## src/rtl/io_port_responder_if.sv

```systemverilog
// Data-bus bundle between the MEM stage (master) and the memory-mapped I/O responder (slave).
interface io_port_responder_if #(
  parameter int ADDR_WIDTH = 10
);
  logic [ADDR_WIDTH-1:0] addr;
  logic [31:0]           wdata;
  logic                  write_en;
  logic                  mem_read;
  logic                  io_hit;
  logic [31:0]           rdata;
  logic                  rd_valid;

  modport master (
    output addr, wdata, write_en, mem_read,
    input  io_hit, rdata, rd_valid
  );

  modport slave (
    input  addr, wdata, write_en, mem_read,
    output io_hit, rdata, rd_valid
  );
endinterface

```

## src/rtl/io_port_responder.sv

```systemverilog
// Memory-mapped I/O responder: button-triggered switch capture ports, status flags and OUTPORT.
// Define IO_DEBOUNCE_EN to debounce the buttons; otherwise a synchronized falling edge captures.
module io_port_responder #(
  parameter int                    ADDR_WIDTH      = 10,
  parameter int                    SW_WIDTH        = 10,
  parameter int                    DEBOUNCE_CYCLES = 50000,
  parameter logic [ADDR_WIDTH-1:0] STATUS_ADDR     = 10'h3F4,
  parameter logic [ADDR_WIDTH-1:0] IN0_ADDR        = 10'h3F8,
  parameter logic [ADDR_WIDTH-1:0] IN1_ADDR        = 10'h3FC
) (
  input  logic                clk,
  input  logic                rst,
  io_port_responder_if.slave  bus,
  input  logic                button0,
  input  logic                button1,
  input  logic [SW_WIDTH-1:0] switches,
  output logic [31:0]         output_port,
  output logic                in0_new,
  output logic                in1_new
);
  if (DEBOUNCE_CYCLES < 2) begin : g_bad_cfg
    $error("DEBOUNCE_CYCLES must be at least 2");
  end

`ifdef IO_DEBOUNCE_EN
  localparam int                CNT_W    = $clog2(DEBOUNCE_CYCLES);
  localparam logic [CNT_W-1:0]  CNT_LAST = CNT_W'(DEBOUNCE_CYCLES - 1);

  typedef enum logic [1:0] {REL, PRESS_WAIT, PRESSED, REL_WAIT} db_state_t;
`endif

  logic [1:0]          btn_meta_reg;
  logic [1:0]          btn_sync_reg;
  logic [SW_WIDTH-1:0] sw_meta_reg;
  logic [SW_WIDTH-1:0] sw_sync_reg;
  logic [1:0]          capture;
  logic [1:0]          new_flag;
  logic [31:0]         inport [2];
  logic                hit_any;
  logic                rd_accept;
  logic [31:0]         rd_mux;
  logic [31:0]         rdata_reg;
  logic                rd_valid_reg;
  logic [31:0]         output_port_reg;

  // Buttons idle high, so their synchronizers reset to the released level.
  always_ff @(posedge clk or negedge rst) begin
    if (!rst) begin
      btn_meta_reg <= 2'b11;
      btn_sync_reg <= 2'b11;
      sw_meta_reg  <= '0;
      sw_sync_reg  <= '0;
    end else begin
      btn_meta_reg <= {button1, button0};
      btn_sync_reg <= btn_meta_reg;
      sw_meta_reg  <= switches;
      sw_sync_reg  <= sw_meta_reg;
    end
  end

  assign hit_any    = (bus.addr == STATUS_ADDR) || (bus.addr == IN0_ADDR) || (bus.addr == IN1_ADDR);
  assign bus.io_hit = hit_any && (bus.write_en || bus.mem_read);
  // A store takes priority over a simultaneous load: no read response then.
  assign rd_accept  = bus.mem_read && bus.io_hit && !bus.write_en;

  always_comb begin
    rd_mux = '0;
    if (bus.addr == STATUS_ADDR)   rd_mux = {30'b0, new_flag[1], new_flag[0]};
    else if (bus.addr == IN0_ADDR) rd_mux = inport[0];
    else if (bus.addr == IN1_ADDR) rd_mux = inport[1];
  end

  always_ff @(posedge clk or negedge rst) begin
    if (!rst) begin
      rdata_reg       <= '0;
      rd_valid_reg    <= 1'b0;
      output_port_reg <= '0;
    end else begin
      rd_valid_reg <= rd_accept;
      rdata_reg    <= rd_accept ? rd_mux : 32'd0;
      if (bus.write_en && (bus.addr == IN1_ADDR)) output_port_reg <= bus.wdata;
    end
  end

  assign bus.rdata    = rdata_reg;
  assign bus.rd_valid = rd_valid_reg;
  assign output_port  = output_port_reg;
  assign in0_new      = new_flag[0];
  assign in1_new      = new_flag[1];

  for (genvar gi = 0; gi < 2; gi++) begin : g_btn
    localparam logic [ADDR_WIDTH-1:0] PORT_ADDR = (gi == 0) ? IN0_ADDR : IN1_ADDR;

    logic [31:0] inport_reg;
    logic        new_reg;
    logic        rd_this;

`ifdef IO_DEBOUNCE_EN
    db_state_t        state_reg, state_next;
    logic [CNT_W-1:0] cnt_reg, cnt_next;
    logic             cap;

    always_ff @(posedge clk or negedge rst) begin
      if (!rst) begin
        state_reg <= REL;
        cnt_reg   <= '0;
      end else begin
        state_reg <= state_next;
        cnt_reg   <= cnt_next;
      end
    end

    // A bounce inside either WAIT state falls back to the previous stable level.
    always_comb begin
      state_next = state_reg;
      cnt_next   = cnt_reg;
      cap        = 1'b0;
      case (state_reg)
        REL: begin
          if (!btn_sync_reg[gi]) begin
            state_next = PRESS_WAIT;
            cnt_next   = '0;
          end
        end
        PRESS_WAIT: begin
          if (btn_sync_reg[gi]) begin
            state_next = REL;
            cnt_next   = '0;
          end else if (cnt_reg == CNT_LAST) begin
            state_next = PRESSED;
            cnt_next   = '0;
            cap        = 1'b1;
          end else begin
            cnt_next = cnt_reg + 1'b1;
          end
        end
        PRESSED: begin
          if (btn_sync_reg[gi]) begin
            state_next = REL_WAIT;
            cnt_next   = '0;
          end
        end
        REL_WAIT: begin
          if (!btn_sync_reg[gi]) begin
            state_next = PRESSED;
            cnt_next   = '0;
          end else if (cnt_reg == CNT_LAST) begin
            state_next = REL;
            cnt_next   = '0;
          end else begin
            cnt_next = cnt_reg + 1'b1;
          end
        end
        default: begin
          state_next = REL;
          cnt_next   = '0;
        end
      endcase
    end

    assign capture[gi] = cap;
`else
    logic prev_reg;

    always_ff @(posedge clk or negedge rst) begin
      if (!rst) prev_reg <= 1'b1;
      else      prev_reg <= btn_sync_reg[gi];
    end

    assign capture[gi] = prev_reg && !btn_sync_reg[gi];
`endif

    assign rd_this = rd_accept && (bus.addr == PORT_ADDR);

    // Capture beats a same-cycle read for the flag; the read still returns the old value.
    always_ff @(posedge clk or negedge rst) begin
      if (!rst) begin
        inport_reg <= '0;
        new_reg    <= 1'b0;
      end else if (capture[gi]) begin
        inport_reg <= 32'(sw_sync_reg);
        new_reg    <= 1'b1;
      end else if (rd_this) begin
        new_reg    <= 1'b0;
      end
    end

    assign inport[gi]   = inport_reg;
    assign new_flag[gi] = new_reg;
  end
endmodule

```

## src/flat_wrapper.sv

```systemverilog
// flat-port wrapper written by rule: the top's interface ports become plain ports
module io_port_responder_flat 
#(
  parameter int                    ADDR_WIDTH      = 10,
  parameter int                    SW_WIDTH        = 10,
  parameter int                    DEBOUNCE_CYCLES = 50000,
  parameter logic [ADDR_WIDTH-1:0] STATUS_ADDR     = 10'h3F4,
  parameter logic [ADDR_WIDTH-1:0] IN0_ADDR        = 10'h3F8,
  parameter logic [ADDR_WIDTH-1:0] IN1_ADDR        = 10'h3FC
)
  (clk, rst, button0, button1, switches, output_port, in0_new, in1_new, bus_addr, bus_wdata, bus_write_en, bus_mem_read, bus_io_hit, bus_rdata, bus_rd_valid);
  io_port_responder_if #(.ADDR_WIDTH(ADDR_WIDTH)) bus_i ();
  input  logic clk;
  input  logic rst;
  input  logic button0;
  input  logic button1;
  input  logic [SW_WIDTH-1:0] switches;
  output logic [31:0] output_port;
  output logic in0_new;
  output logic in1_new;
  input wire logic [$bits(bus_i.addr)-1:0] bus_addr;
  input wire logic [$bits(bus_i.wdata)-1:0] bus_wdata;
  input wire logic [$bits(bus_i.write_en)-1:0] bus_write_en;
  input wire logic [$bits(bus_i.mem_read)-1:0] bus_mem_read;
  output wire logic [$bits(bus_i.io_hit)-1:0] bus_io_hit;
  output wire logic [$bits(bus_i.rdata)-1:0] bus_rdata;
  output wire logic [$bits(bus_i.rd_valid)-1:0] bus_rd_valid;
  assign bus_i.addr = bus_addr;
  assign bus_i.wdata = bus_wdata;
  assign bus_i.write_en = bus_write_en;
  assign bus_i.mem_read = bus_mem_read;
  assign bus_io_hit = bus_i.io_hit;
  assign bus_rdata = bus_i.rdata;
  assign bus_rd_valid = bus_i.rd_valid;
  io_port_responder #(.ADDR_WIDTH(ADDR_WIDTH), .SW_WIDTH(SW_WIDTH), .DEBOUNCE_CYCLES(DEBOUNCE_CYCLES), .STATUS_ADDR(STATUS_ADDR), .IN0_ADDR(IN0_ADDR), .IN1_ADDR(IN1_ADDR)) u_core (.clk(clk), .rst(rst), .bus(bus_i), .button0(button0), .button1(button1), .switches(switches), .output_port(output_port), .in0_new(in0_new), .in1_new(in1_new));
endmodule
```

## config.mk

```make
export PLATFORM = sky130hd
export DESIGN_NAME = io_port_responder_flat
export DESIGN_NICKNAME = d
export VERILOG_FILES = /design/src/rtl/io_port_responder_if.sv /design/src/rtl/io_port_responder.sv /design/src/flat_wrapper.sv
export SDC_FILE = /design/constraint.sdc
export NUM_CORES = 1
export LEC_CHECK = 0
export CORE_MARGIN = 1.5
export CORE_UTILIZATION = 30
export CTS_CLUSTER_DIAMETER = 200
export DETAILED_ROUTE_END_ITERATION = 7
export PLACE_DENSITY_LB_ADDON = 0.2
export SLEW_MARGIN = 20
export SYNTH_ARGS = -nofsm -noshare
export SYNTH_HDL_FRONTEND = slang
export SYNTH_SLANG_ARGS = --single-unit
```

## constraint.sdc

```tcl
create_clock -name clk -period 1.2 [get_ports clk]
set_input_delay 0.18 -clock clk [delete_from_list [all_inputs] [get_ports clk]]
set_output_delay 0.18 -clock clk [all_outputs]
set_load 0.01 [all_outputs]
```

# After elaboration in Yosys (flattened, before gate mapping)
# Index checks and enable logic that the tools add are counted.
dict set report totals {
  register_bits 113
  inputBits 58
}
dict set report op_classes {
  n_eq_ne 3
  reduce_logical 16
  mux 8
}
# operator count
set ops {}
lappend ops {{$mux 32} 3}
lappend ops {{$eq 10x10->1 const B} 3}
lappend ops {{$mux 10} 1}
lappend ops {{$logic_and 1x1->1} 8}
lappend ops {{$mux 1} 4}
lappend ops {{$reduce_bool 2->1} 2}
lappend ops {{$logic_not 1->1} 3}
lappend ops {{$logic_or 1x1->1} 3}

# Longest topological paths before layout
# Gate-level depths: netlist of run 1.
dict set report logic_depth {
  ltp_word 9
  ltp_mapped 5
}

# Worst setup path before layout of run 1
# No wires, ideal clock.
dict set report synth_path {
  path_type {input to register}
  start {input bus_addr[0]}
  end {register u_core.output_port_reg[0], in the netlist u_core.output_port[0]}
  t_required_ns 1.075
  path_stages 5
  slack_ns -0.152
  arrival_ns 1.227
  setup_time_ns 0.125
  cell_sequence {and4bb_2 and3_1 buf_6 buf_12 mux2_4}
}
dict set report synth_between {
  elab_chain_cells 2
}
# element line_no
set synth_rtl {}
lappend synth_rtl {{from (decl)} flat_wrapper.sv:21} ;# input wire logic [$bits(bus_i.addr)-1:0] bus_addr;
lappend synth_rtl {{$eq 10x10->1} io_port_responder.sv:81} ;# if (bus.write_en && (bus.addr == IN1_ADDR)) output_port_reg <= bus.wdata;
lappend synth_rtl {{$logic_and 1x1->1} io_port_responder.sv:81}
lappend synth_rtl {{to (signal assigned)} io_port_responder.sv:81}
lappend synth_rtl {{to (decl)} io_port_responder.sv:44} ;# logic [31:0] output_port_reg;
# No other way between the ends.
# A chain may end at the register's enable or synchronous reset.

# Worst setup path in the final report of run 1
dict set report layout_path {
  start {register u_core.g_btn[1].prev_reg}
  end {register u_core.g_btn[1].inport_reg[0]}
}
dict set report layout_between {
  elab_chain_cells 1
}
# element line_no
set layout_rtl {}
lappend layout_rtl {{from (decl)} io_port_responder.sv:163} ;# logic prev_reg;
lappend layout_rtl {{from (signal assigned)} io_port_responder.sv:167} ;# else prev_reg <= btn_sync_reg[gi];
lappend layout_rtl {{$logic_and 1x1->1} io_port_responder.sv:170} ;# assign capture[gi] = prev_reg && !btn_sync_reg[gi];
lappend layout_rtl {{to (signal assigned)} io_port_responder.sv:181} ;# inport_reg <= 32'(sw_sync_reg);
lappend layout_rtl {{to (decl)} io_port_responder.sv:94} ;# logic [31:0] inport_reg;
# No other way between the ends.

==> reports/results.txt, run 1 <==
status: finished, violations left
failing checks: setup timing
hold violation count in the final report: 0
CP endpoint kind: register
synth cell count leaders: dfrtp_1, mux2_4, mux2_2
routed len/inst: 14.33 um
worst skew pair latency: 330 ps
Total Wirelength: 7.181 mm
maximum vdd ir drop: 559.4 uV
Leak: 2.547 nW
endpoints failing setup: 41
Layout Skew: 6.944 ps
Largest register FFs: 32
drc violations: 0
count leader, synth: dfrtp_1
HP Class: input port to register
dpl cell area: 4856 um^2
Arrival @ worst endpoint: 1470 ps
Die X-Extent: 111.3 um
post-route cell area: 5334 um^2
number of max-cap violations: 0
NumNets Final: 411
Yosys top cell area share: 60.43%
Syn-to-layout area delta: 51.55%
pwr dens: 1227 nW/um^2
vias in the first global route: 2244
fmax: 794.7 MHz
GRT Total Usage: 12.30%
Post-Syn Area: 3520 um^2
ys async rst share: 100.0%
setup slack after layout: -58.34 ps
cell count after synthesis: 214
CTS buffer count: 9
Clock Tree Root: clkbuf_16
Worst EP required: 1420 ps
CTS Sinks: 91
Reg power frac: 50.7%
#FFs+latches synth: 91
synth top area cells: dfrtp_1, mux2_4, mux2_2, buf_4, dfstp_2
Die Ht: 111.3 um
Initial Util: 30.82%
Pint: 5.078 mW
Final period util: 104.9%
clk slew on worst S/H paths: 60 ps
first-pass GRT wire length: 11.65 mm
Core Area: 11420 um^2
via count: 2100
Ports: 126
Via density: 4.192
Final ANT Viol Nets: 0
Final Max Slew Viols: 0
antenna violations before repair: 0
NetSw: 1.467 mW
share of layout cells above drive strength 1: 34.36%
dpl hpwl: 4.778 mm
Period minus WS final: 1258 ps
distinct cell type count after synthesis: 24
initial drt markers: 38
total power: 6.546 mW
sequential element share of the synthesized area: 64.91%
Critical Path Source Type: register
combinational share of power: 10.0%
# rows: 39
port bufs: 103
Clock Power Share: 39.2%
Sw Share: 22.42%
largest net degree at the start of global routing: 29
gp weighted congestion: 0.7524
CTS max path bufs: 2
RSZ-0062 raised after global routing: true
Synth Flop Type: dfrtp_1
Mean Syn Cell Area: 16.45 um^2
gr ovfl total: 0
Crit Path Max Fanout: 10
area leader, netlist: dfrtp_1
first drt pass iteration count: 3
diodes inserted: 0
die area: 12390 um^2
H-tree depth reported by CTS: 3
Post-synth EDFFs: 0
CTS tree: yes
Yosys warnings: 0
critical path class: register to register
critical path, cell delays in order, from the launching register on:
cell	delay [ps]
dfstp_2	510
nor2b_4	160
buf_12	160
mux2_4	300
power by group through the flow:
| stage | registers (mW) | clock network, mW | logic [mW] |
|---|---|---|---|
| final | 3.32 | 2.57 | 0.657 |
| after global routing | 3.34 | 2.83 | 0.714 |
| after CTS | 3.32 | 2.68 | 0.667 |
| after detailed placement | 3.38 | 0 | 0.667 |
| after global placement | 3.37 | 0 | 0.657 |
| after floorplan | 3.36 | 0 | 0.349 |
layout by cell type, fill, tap and decap left out, drive strengths merged, types with 2 or more instances in the layout:
cell type,Yosys,final
inv,0,2
clkdlybuf4s15,0,36
dfstp,6,6
nor2b,3,3
clkinv,0,3
clkbuf,0,13
dlygate4sd2,0,15
and3,2,2
clkdlybuf4s50,0,44
a21o,2,2
nor3,4,4
buf,29,38
dfrtp,85,85
mux2,54,54
conb,1,22
mux2i,8,8
nor2,10,10
a22oi,2,2
through the flow:
stage	util, %	setup WS [ps]	setup TNS (ps)	hold WS, ps	instances
finish	46.71	-58.34	-1283	250.4	501
global placement	42.53	-686.7	-25100	134.7	471
floorplan	-	-151.9	-4870	-115.6	235
CTS	46.46	-66.55	-1187	235.6	501
global route	46.71	-86.97	-2292	242.2	501
detailed placement	42.53	-712.5	-25250	136.6	471
metal layers:
metal	global-route usage (%)	up-vias	part of all wire (%)
met2	18.81	73	47
met5	0	-	0
met1	16.07	1052	45
met3	3.007	10	5.5
li1	-	965	-
met4	6.835	0	2.1
worst paths after layout:
check                                                    from                                        end  slack, ps  cells after the start
min                                                   button0           u_core.btn_meta_reg[0]$_DFF_PN1_        250                      1
max reg2reg                u_core.g_btn[1].prev_reg$_DFF_PN1_  u_core.g_btn[1].inport_reg[0]$_DFFE_PN0P_        -60                      3
max                        u_core.g_btn[1].prev_reg$_DFF_PN1_  u_core.g_btn[1].inport_reg[0]$_DFFE_PN0P_        -60                      3
max in group asynchronous                                 rst          u_core.output_port[0]$_DFFE_PN0P_        410                      3
min reg2reg                   u_core.sw_meta_reg[4]$_DFF_PN0_            u_core.sw_sync_reg[4]$_DFF_PN0_        350                      0
min in group asynchronous                                 rst            u_core.sw_meta_reg[5]$_DFF_PN0_        310                      2
cells by family (layout without fill, tap and decap cells):
| kind of cell | after synthesis | in the layout | synth area share [%] |
|---|---|---|---|
| AO/OA/AOI/OAI | 4 | 4 | 0.8529 |
| buffers and inverters | 29 | 152 | 7.145 |
| flip-flops | 91 | 91 | 64.91 |
| other | 1 | 22 | 0.1065 |
| multiplexers | 62 | 62 | 22.75 |
| AND/OR/NAND/NOR | 27 | 27 | 4.231 |
final cells by class:
| type | count | area (um^2) |
|---|---|---|
| Tap cell | 143 | 178.9 |
| Timing Repair Buffer | 136 | 1425 |
| Fill cell | 1040 | 6085 |
| Clock inverter | 5 | 36.28 |
| Multi-Input combinational cell | 115 | 1176 |
| Sequential cell | 91 | 2285 |
| Clock buffer | 11 | 232.7 |
repair_timing:
item                                    4_1_cts  5_1_grt
hold buffers                                  1        0
pin swaps                                     5        3
endpoints found under the setup margin       98       75
gates cloned                                  3        0
resized for setup                           101       29
buffers inserted                             12        0
endpoints found under the hold margin        19        0
(Power assumes the default switching activity.)
==> run 2: changes to the inputs <==
==> constraint.sdc (replaced) <==
create_clock -name clk -period 1.5 [get_ports clk]
set_input_delay 0.225 -clock clk [delete_from_list [all_inputs] [get_ports clk]]
set_output_delay 0.225 -clock clk [all_outputs]
set_load 0.01 [all_outputs]
==> run 2 against run 1 <==
  * The run now ends clean
  * Worst setup slack better by 92 ps
  * Wire length down 7.8%
  * Count of clock-buffer cells in the layout up 1
  * Non-clock buffer count down 11
  * Register-to-register slack better by 240 ps
  * Clock power down 19%
  * Global-route usage down 1.3 points
  * Via count down 4.1%
  * Hold slack better by 47 ps
  * First-iteration DRC count up 21%
  * Clock skew down 3.1 ps
  * Power down 21%
==> reports/results.txt, run 2 (synthesis results as in run 1) <==
worst-case reg-to-reg path depth: 3 (unchanged)
Crit Path Max Fanout: 2 (was 10)
antenna violations before repair: 0 (unchanged)
CP endpoint kind: output port (was register)
worst r2r src: u_core.g_btn[0].prev_reg$_DFF_PN1_ (was u_core.g_btn[1].prev_reg$_DFF_PN1_)
Via density: 4.108 (was 4.192)
Clock Tree Root: clkbuf_16 (unchanged)
Total Wirelength: 6.618 mm (was 7.181 mm)
number of max-cap violations: 0 (unchanged)
GR peak layer: met2 (unchanged)
Clock Power Share: 40.2% (was 39.2%)
largest net degree at the start of global routing: 36 (was 29)
diodes inserted: 0 (unchanged)
# rows: 39 (unchanged)
most frequent cells in the layout: dfrtp_1, clkdlybuf4s50_1, mux2_4, dlymetal6s2s_1, mux2_2 (was dfrtp_1, mux2_4, clkdlybuf4s50_1, clkdlybuf4s15_1, conb_1)
CP max stage delay: 560 ps (was 510 ps)
CTS buffer count: 9 (unchanged)
Layout Skew: 3.817 ps (was 6.944 ps)
critical path's slowest cell: clkdlybuf4s50_1 (was dfstp_2)
Buf/Inv on CP: 1 (unchanged)
vias in the first global route: 2139 (was 2244)
FILL cells: 1042 (was 1040)
critical path class: register to output port (was register to register)
port bufs: 103 (unchanged)
Worst EP required: 1270 ps (was 1420 ps)
gp weighted congestion: 0.7487 (was 0.7524)
Final period util: 97.73%
min-delay src: button0 (unchanged)
Arrival @ worst endpoint: 1240 ps (was 1470 ps)
Syn-to-layout area delta: 46.75% (was 51.55%)
combinational share of power: 8.9% (was 10.0%)
Reg power frac: 50.9% (was 50.7%)
via count: 2013 (was 2100)
Final ANT Viol Nets: 0 (unchanged)
CTS max path bufs: 2 (unchanged)
M2 GR Usage: 16.03% (was 18.81%)
Ports: 126 (unchanged)
GRT met1 Usage: 14.50% (was 16.07%)
R2R Setup Slk: 180 ps (was -60 ps)
most common cell after layout, fill and taps aside: dfrtp_1 (unchanged)
pwr dens: 1006 nW/um^2 (was 1227 nW/um^2)
Core Area: 11420 um^2 (unchanged)
status: finished, final reports clean (was finished, violations left)
Period minus WS final: 1466 ps
routed len/inst: 13.51 um (was 14.33 um)
Initial Util: 30.82% (unchanged)
H-tree depth reported by CTS: 3 (unchanged)
gr ovfl total: 0 (unchanged)
Largest register FFs: 32 (unchanged)
HP Class: input port to register (unchanged)
Die Ht: 111.3 um (unchanged)
CTS tree: yes (unchanged)
Hold Crit Depth: 1 (unchanged)
Die X-Extent: 111.3 um (unchanged)
RSZ-0062 raised after global routing: false (was true)
Pint: 4.084 mW (was 5.078 mW)
endpoints failing setup: 0 (was 41)
setup TNS: 0 ps (was -1283 ps)
drc violations: 0 (unchanged)
NetSw: 1.112 mW (was 1.467 mW)
clk slew on worst S/H paths: 60 ps (about the same)
crit-path cells: clkdlybuf4s50_1 (was nor2b_4, buf_12, mux2_4)
initial drt markers: 46 (was 38)
fmax: 682.2 MHz
Worst Hold Path EP: u_core.btn_meta_reg[0]$_DFF_PN1_ (unchanged)
NumNets Final: 400 (was 411)
share of layout cells above drive strength 1: 29.68% (was 34.36%)
Critical Path Source Type: register (unchanged)
first-pass GRT wire length: 10.75 mm (was 11.65 mm)
maximum vdd ir drop: 450.0 uV (was 559.4 uV)
Sw Share: 21.41% (was 22.42%)
worst reg2reg endpoint: u_core.g_btn[0].inport_reg[8]$_DFFE_PN0P_ (was u_core.g_btn[1].inport_reg[0]$_DFFE_PN0P_)
worst skew pair latency: 330 ps (about the same)
Top Family by Delay on Critical Path: buffers and inverters (was flip-flops)
dpl hpwl: 4.576 mm (was 4.778 mm)
hold violation count in the final report: 0 (unchanged)
hold_ws: 297.8 ps (was 250.4 ps)
GRT Total Usage: 11.05% (was 12.30%)
first drt pass iteration count: 4 (was 3)
CTS Sinks: 91 (unchanged)
die area: 12390 um^2 (unchanged)
Final Max Slew Viols: 0 (unchanged)
Leak: 2.668 nW (was 2.547 nW)
GR Layer Usage met3: 5.139% (was 3.007%)
## run 2: cell types whose count changed in the layout (fill, tap and decap cells not counted), moves of 12 or more
cell / change
clkdlybuf4s15_1: -35
clkdlybuf4s50_1: +28
dlygate4sd2_1: -12
dlymetal6s2s_1: +26
mux2_2: +21
mux2_4: -21
## run 2: how the worst max path moves through the flow
stage / startpoint / to / slack (ps) / cells after the start
finish: u_core.output_port[4]$_DFFE_PN0P_ / output_port[4] / 30 / 1
global route: u_core.output_port[4]$_DFFE_PN0P_ / output_port[4] / 0.06 / 1
CTS: bus_addr[6] / bus_io_hit / -30 / 5
detailed placement: bus_addr[1] / bus_io_hit / -500 / 5
global placement: bus_addr[0] / bus_io_hit / -460 / 5
floorplan: bus_addr[0] / u_core.output_port[0]$_DFFE_PN0P_ / 100 / 5
## run 2: cell type report
class                           instances  area [um^2]  area share [%]
Clock buffer                           12        256.5           4.966
Clock inverter                          4        25.02          0.4845
Multi-Input combinational cell        115         1082           20.95
Sequential cell                        91         2285           44.23
Tap cell                              143        178.9           3.464
Timing Repair Buffer                  125         1338           25.90
## run 2: stage by stage
| stage | instances | util [%] | total power, mW | instance area [um^2] | setup WS (ps) |
|---|---|---|---|---|---|
| floorplan | 235 | - | 2.909 | 3598 | 103.1 |
| global placement | 470 | 41.52 | 3.150 | 4741 | -463.1 |
| detailed placement | 470 | 41.52 | 3.163 | 4741 | -499.8 |
| CTS | 488 | 44.09 | 5.295 | 5035 | -33.30 |
| global route | 490 | 45.23 | 5.469 | 5165 | 0.06006 |
| finish | 490 | 45.23 | 5.197 | 5165 | 34.11 |
## run 2: power by group through the flow
stage / Clock, mW / Sequential [mW] / Combinational [mW]
4_1_cts: 2.17 / 2.65 / 0.474
3_3_place_gp: 0 / 2.69 / 0.463
6_report: 2.09 / 2.64 / 0.461
3_5_place_dp: 0 / 2.69 / 0.472
2_1_floorplan: 0 / 2.68 / 0.227
5_1_grt: 2.30 / 2.66 / 0.508
## run 2: metal layers
layer | part of all wire [%] | vias up
met5 | 0 | -
li1 | - | 942
met1 | 45 | 972
met4 | 1.1 | 0
met3 | 10 | 7
met2 | 44 | 92
## run 2: what timing repair did
action | 4_1_cts | 5_1_grt
pin swaps | 2 | 5
cloned | 0 | 2
hold buffers | 1 | 0
buffers inserted | 1 | 0
gates resized for setup | 8 | 31
setup endpoints to repair | 28 | 38
hold endpoints to repair | 21 | 0
==> run 3: changes to the inputs <==
--- a/config.mk
+++ b/config.mk
@@ -10,6 +10,7 @@
 export CTS_CLUSTER_DIAMETER = 200
 export DETAILED_ROUTE_END_ITERATION = 7
 export PLACE_DENSITY_LB_ADDON = 0.2
+export REMOVE_ABC_BUFFERS = 1
 export SLEW_MARGIN = 20
 export SYNTH_ARGS = -nofsm -noshare
 export SYNTH_HDL_FRONTEND = slang
==> run 3 against run 2 <==
  * Wire length increased by 3.5%
  * Final cell count fell by 0.41%
  * First-iteration DRC count is 26% lower
  * Core utilization is 0.27 points higher
  * Clock skew increased by 1.1 ps
  * Hold slack got worse by 2.6 ps
  * Worst setup slack improved by 3.7 ps
  * Critical path depth unchanged
==> reports/results.txt, run 3 (synthesis results as in run 1) <==
Die X-Extent: 111.3 um (unchanged)
H-tree depth reported by CTS: 3 (unchanged)
Period minus WS final: 1462 ps (was 1466 ps)
status: finished, final reports clean (unchanged)
Layout Skew: 4.941 ps (was 3.817 ps)
Crit Path Max Fanout: 2 (unchanged)
first-pass GRT wire length: 11.50 mm (was 10.75 mm)
dpl cells: 466 (was 470)
most frequent cells in the layout: dfrtp_1, clkdlybuf4s50_1, mux2_4 (was dfrtp_1, clkdlybuf4s50_1, mux2_4, dlymetal6s2s_1, mux2_2)
Layout Cells excl Fill: 488 (was 490)
number of max-cap violations: 0 (unchanged)
Final period util: 97.48% (was 97.73%)
hold violation count in the final report: 0 (unchanged)
NumNets Final: 398 (was 400)
clk slew on worst S/H paths: 60 ps (about the same)
die area: 12390 um^2 (unchanged)
setup TNS: 0 ps (unchanged)
CTS buffer count: 9 (unchanged)
Worst Hold Path EP: u_core.btn_meta_reg[0]$_DFF_PN1_ (unchanged)
RSZ-0062 raised after global routing: false (unchanged)
diodes inserted: 0 (unchanged)
Total Wirelength: 6.848 mm (was 6.618 mm)
R2R Setup Slk: 190 ps (was 180 ps)
critical path class: register to output port (unchanged)
Buf/Inv on CP: 1 (unchanged)
critical path's slowest cell: clkdlybuf4s50_1 (unchanged)
initial drt markers: 34 (was 46)
Syn-to-layout area delta: 47.64% (was 46.75%)
post-route cell area: 5196 um^2 (was 5165 um^2)
share of layout cells above drive strength 1: 29.28% (was 29.68%)
crit-path cells: clkdlybuf4s50_1 (unchanged)
worst reg2reg endpoint: u_core.g_btn[0].inport_reg[9]$_DFFE_PN0P_ (was u_core.g_btn[0].inport_reg[8]$_DFFE_PN0P_)
dpl cell area: 4698 um^2 (was 4741 um^2)
Die Ht: 111.3 um (unchanged)
worst r2r src: u_core.g_btn[0].prev_reg$_DFF_PN1_ (unchanged)
maximum vdd ir drop: 462.4 uV (was 450.0 uV)
CTS tree: yes (unchanged)
gr ovfl total: 0 (unchanged)
Hold Crit Depth: 1 (unchanged)
gp weighted congestion: 0.6999 (was 0.7487)
Arrival @ worst endpoint: 1240 ps (about the same)
most common cell after layout, fill and taps aside: dfrtp_1 (unchanged)
first drt pass iteration count: 2 (was 4)
vias in the first global route: 2307 (was 2139)
Top Family by Delay on Critical Path: buffers and inverters (unchanged)
CP endpoint kind: output port (unchanged)
fmax: 683.9 MHz (was 682.2 MHz)
routed len/inst: 14.03 um (was 13.51 um)
Ports: 126 (unchanged)
dpl hpwl: 4.575 mm (was 4.576 mm)
CTS Sinks: 91 (unchanged)
endpoints failing setup: 0 (unchanged)
Initial Util: 30.82% (unchanged)
antenna violations before repair: 0 (unchanged)
# rows: 39 (unchanged)
Critical Path Source Type: register (unchanged)
drc violations: 0 (unchanged)
Clock Tree Root: clkbuf_16 (unchanged)
Worst EP required: 1270 ps (about the same)
pwr dens: 1085 nW/um^2 (was 1006 nW/um^2)
worst-case reg-to-reg path depth: 3 (unchanged)
HP Class: input port to register (unchanged)
port bufs: 103 (unchanged)
post-layout util: 45.51% (was 45.23%)
Core Area: 11420 um^2 (unchanged)
CP max stage delay: 540 ps (was 560 ps)
Leak: 2.676 nW (was 2.668 nW)
Via density: 4.195 (was 4.108)
worst skew pair latency: 340 ps (was 330 ps)
via count: 2047 (was 2013)
min-delay src: button0 (unchanged)
largest net degree at the start of global routing: 30 (was 36)
GRT Total Usage: 11.95% (was 11.05%)
CTS max path bufs: 2 (unchanged)
Largest register FFs: 32 (unchanged)
Final Max Slew Viols: 0 (unchanged)
Final ANT Viol Nets: 0 (unchanged)
## run 3: changes by cell type in the layout (fill, tap and decap cells not counted), sizes merged
cell / delta
buf: -1
bufinv: +3
clkbuf: -4
clkdlybuf4s50: -5
clkinv: +1
clkinvlp: -1
dlygate4sd2: +9
dlymetal6s2s: -4
## run 3: power by group
part	total [mW]	internal, mW	switching [mW]	leakage [nW]
Clock	2.54	1.62	0.912	0.165
Combinational	0.457	0.284	0.173	1.36
Sequential	2.65	2.59	0.0567	1.15
## run 3: how the worst max path moves through the flow
stage / cells after the start / slack [ps] / from / endpoint
6_report: 1 / 40 / u_core.output_port[16]$_DFFE_PN0P_ / output_port[16]
5_1_grt: 1 / 0.9 / u_core.output_port[29]$_DFFE_PN0P_ / output_port[29]
4_1_cts: 1 / 4 / u_core.output_port[1]$_DFFE_PN0P_ / output_port[1]
3_5_place_dp: 5 / -510 / bus_addr[0] / bus_io_hit
3_3_place_gp: 5 / -500 / bus_addr[1] / bus_io_hit
2_1_floorplan: 3 / -840 / bus_addr[0] / u_core.output_port[28]$_DFFE_PN0P_
## run 3: area by class of cell
| class | instances | area, um^2 |
|---|---|---|
| clock buffers | 9 | 225.2 |
| clock inverters | 7 | 116.4 |
| fillers | 1059 | 6222 |
| multi-input cells | 115 | 1080 |
| flip-flops and latches | 91 | 2285 |
| well taps | 143 | 178.9 |
| repair buffers | 123 | 1311 |
## run 3: worst register-to-register path, stage by stage (launching register included)
cell and delay, ps:
dfstp_2 510, nor2b_1 110, buf_4 210, mux2_2 360
## run 3: per-stage QoR
step | total power [mW] | hold slack, ps | worst slack, ps
floorplan | 2.858 | -70.59 | -838.7
global placement | 3.149 | 191.5 | -504.4
detailed placement | 3.164 | 198.9 | -509.9
CTS | 5.746 | 275.6 | 4.019
global route | 5.914 | 295.3 | 0.9085
finish | 5.638 | 295.2 | 37.84
## run 3: per-layer routing
| layer | routed length, um | track usage, % | up-vias |
|---|---|---|---|
| li1 | - | - | 940 |
| met1 | 3013 | 15.25 | 993 |
| met2 | 2988 | 17.10 | 104 |
| met3 | 745 | 5.905 | 10 |
| met4 | 101 | 5.316 | 0 |
| met5 | 0 | 0 | - |
## run 3: repair_timing
item                                   CTS  global route
hold buffers                             1             0
buffers inserted                         2             0
setup endpoints to repair               39            34
resized for setup                       23            22
cloned                                   2             1
pin swaps                                4             2
endpoints found under the hold margin   20             0
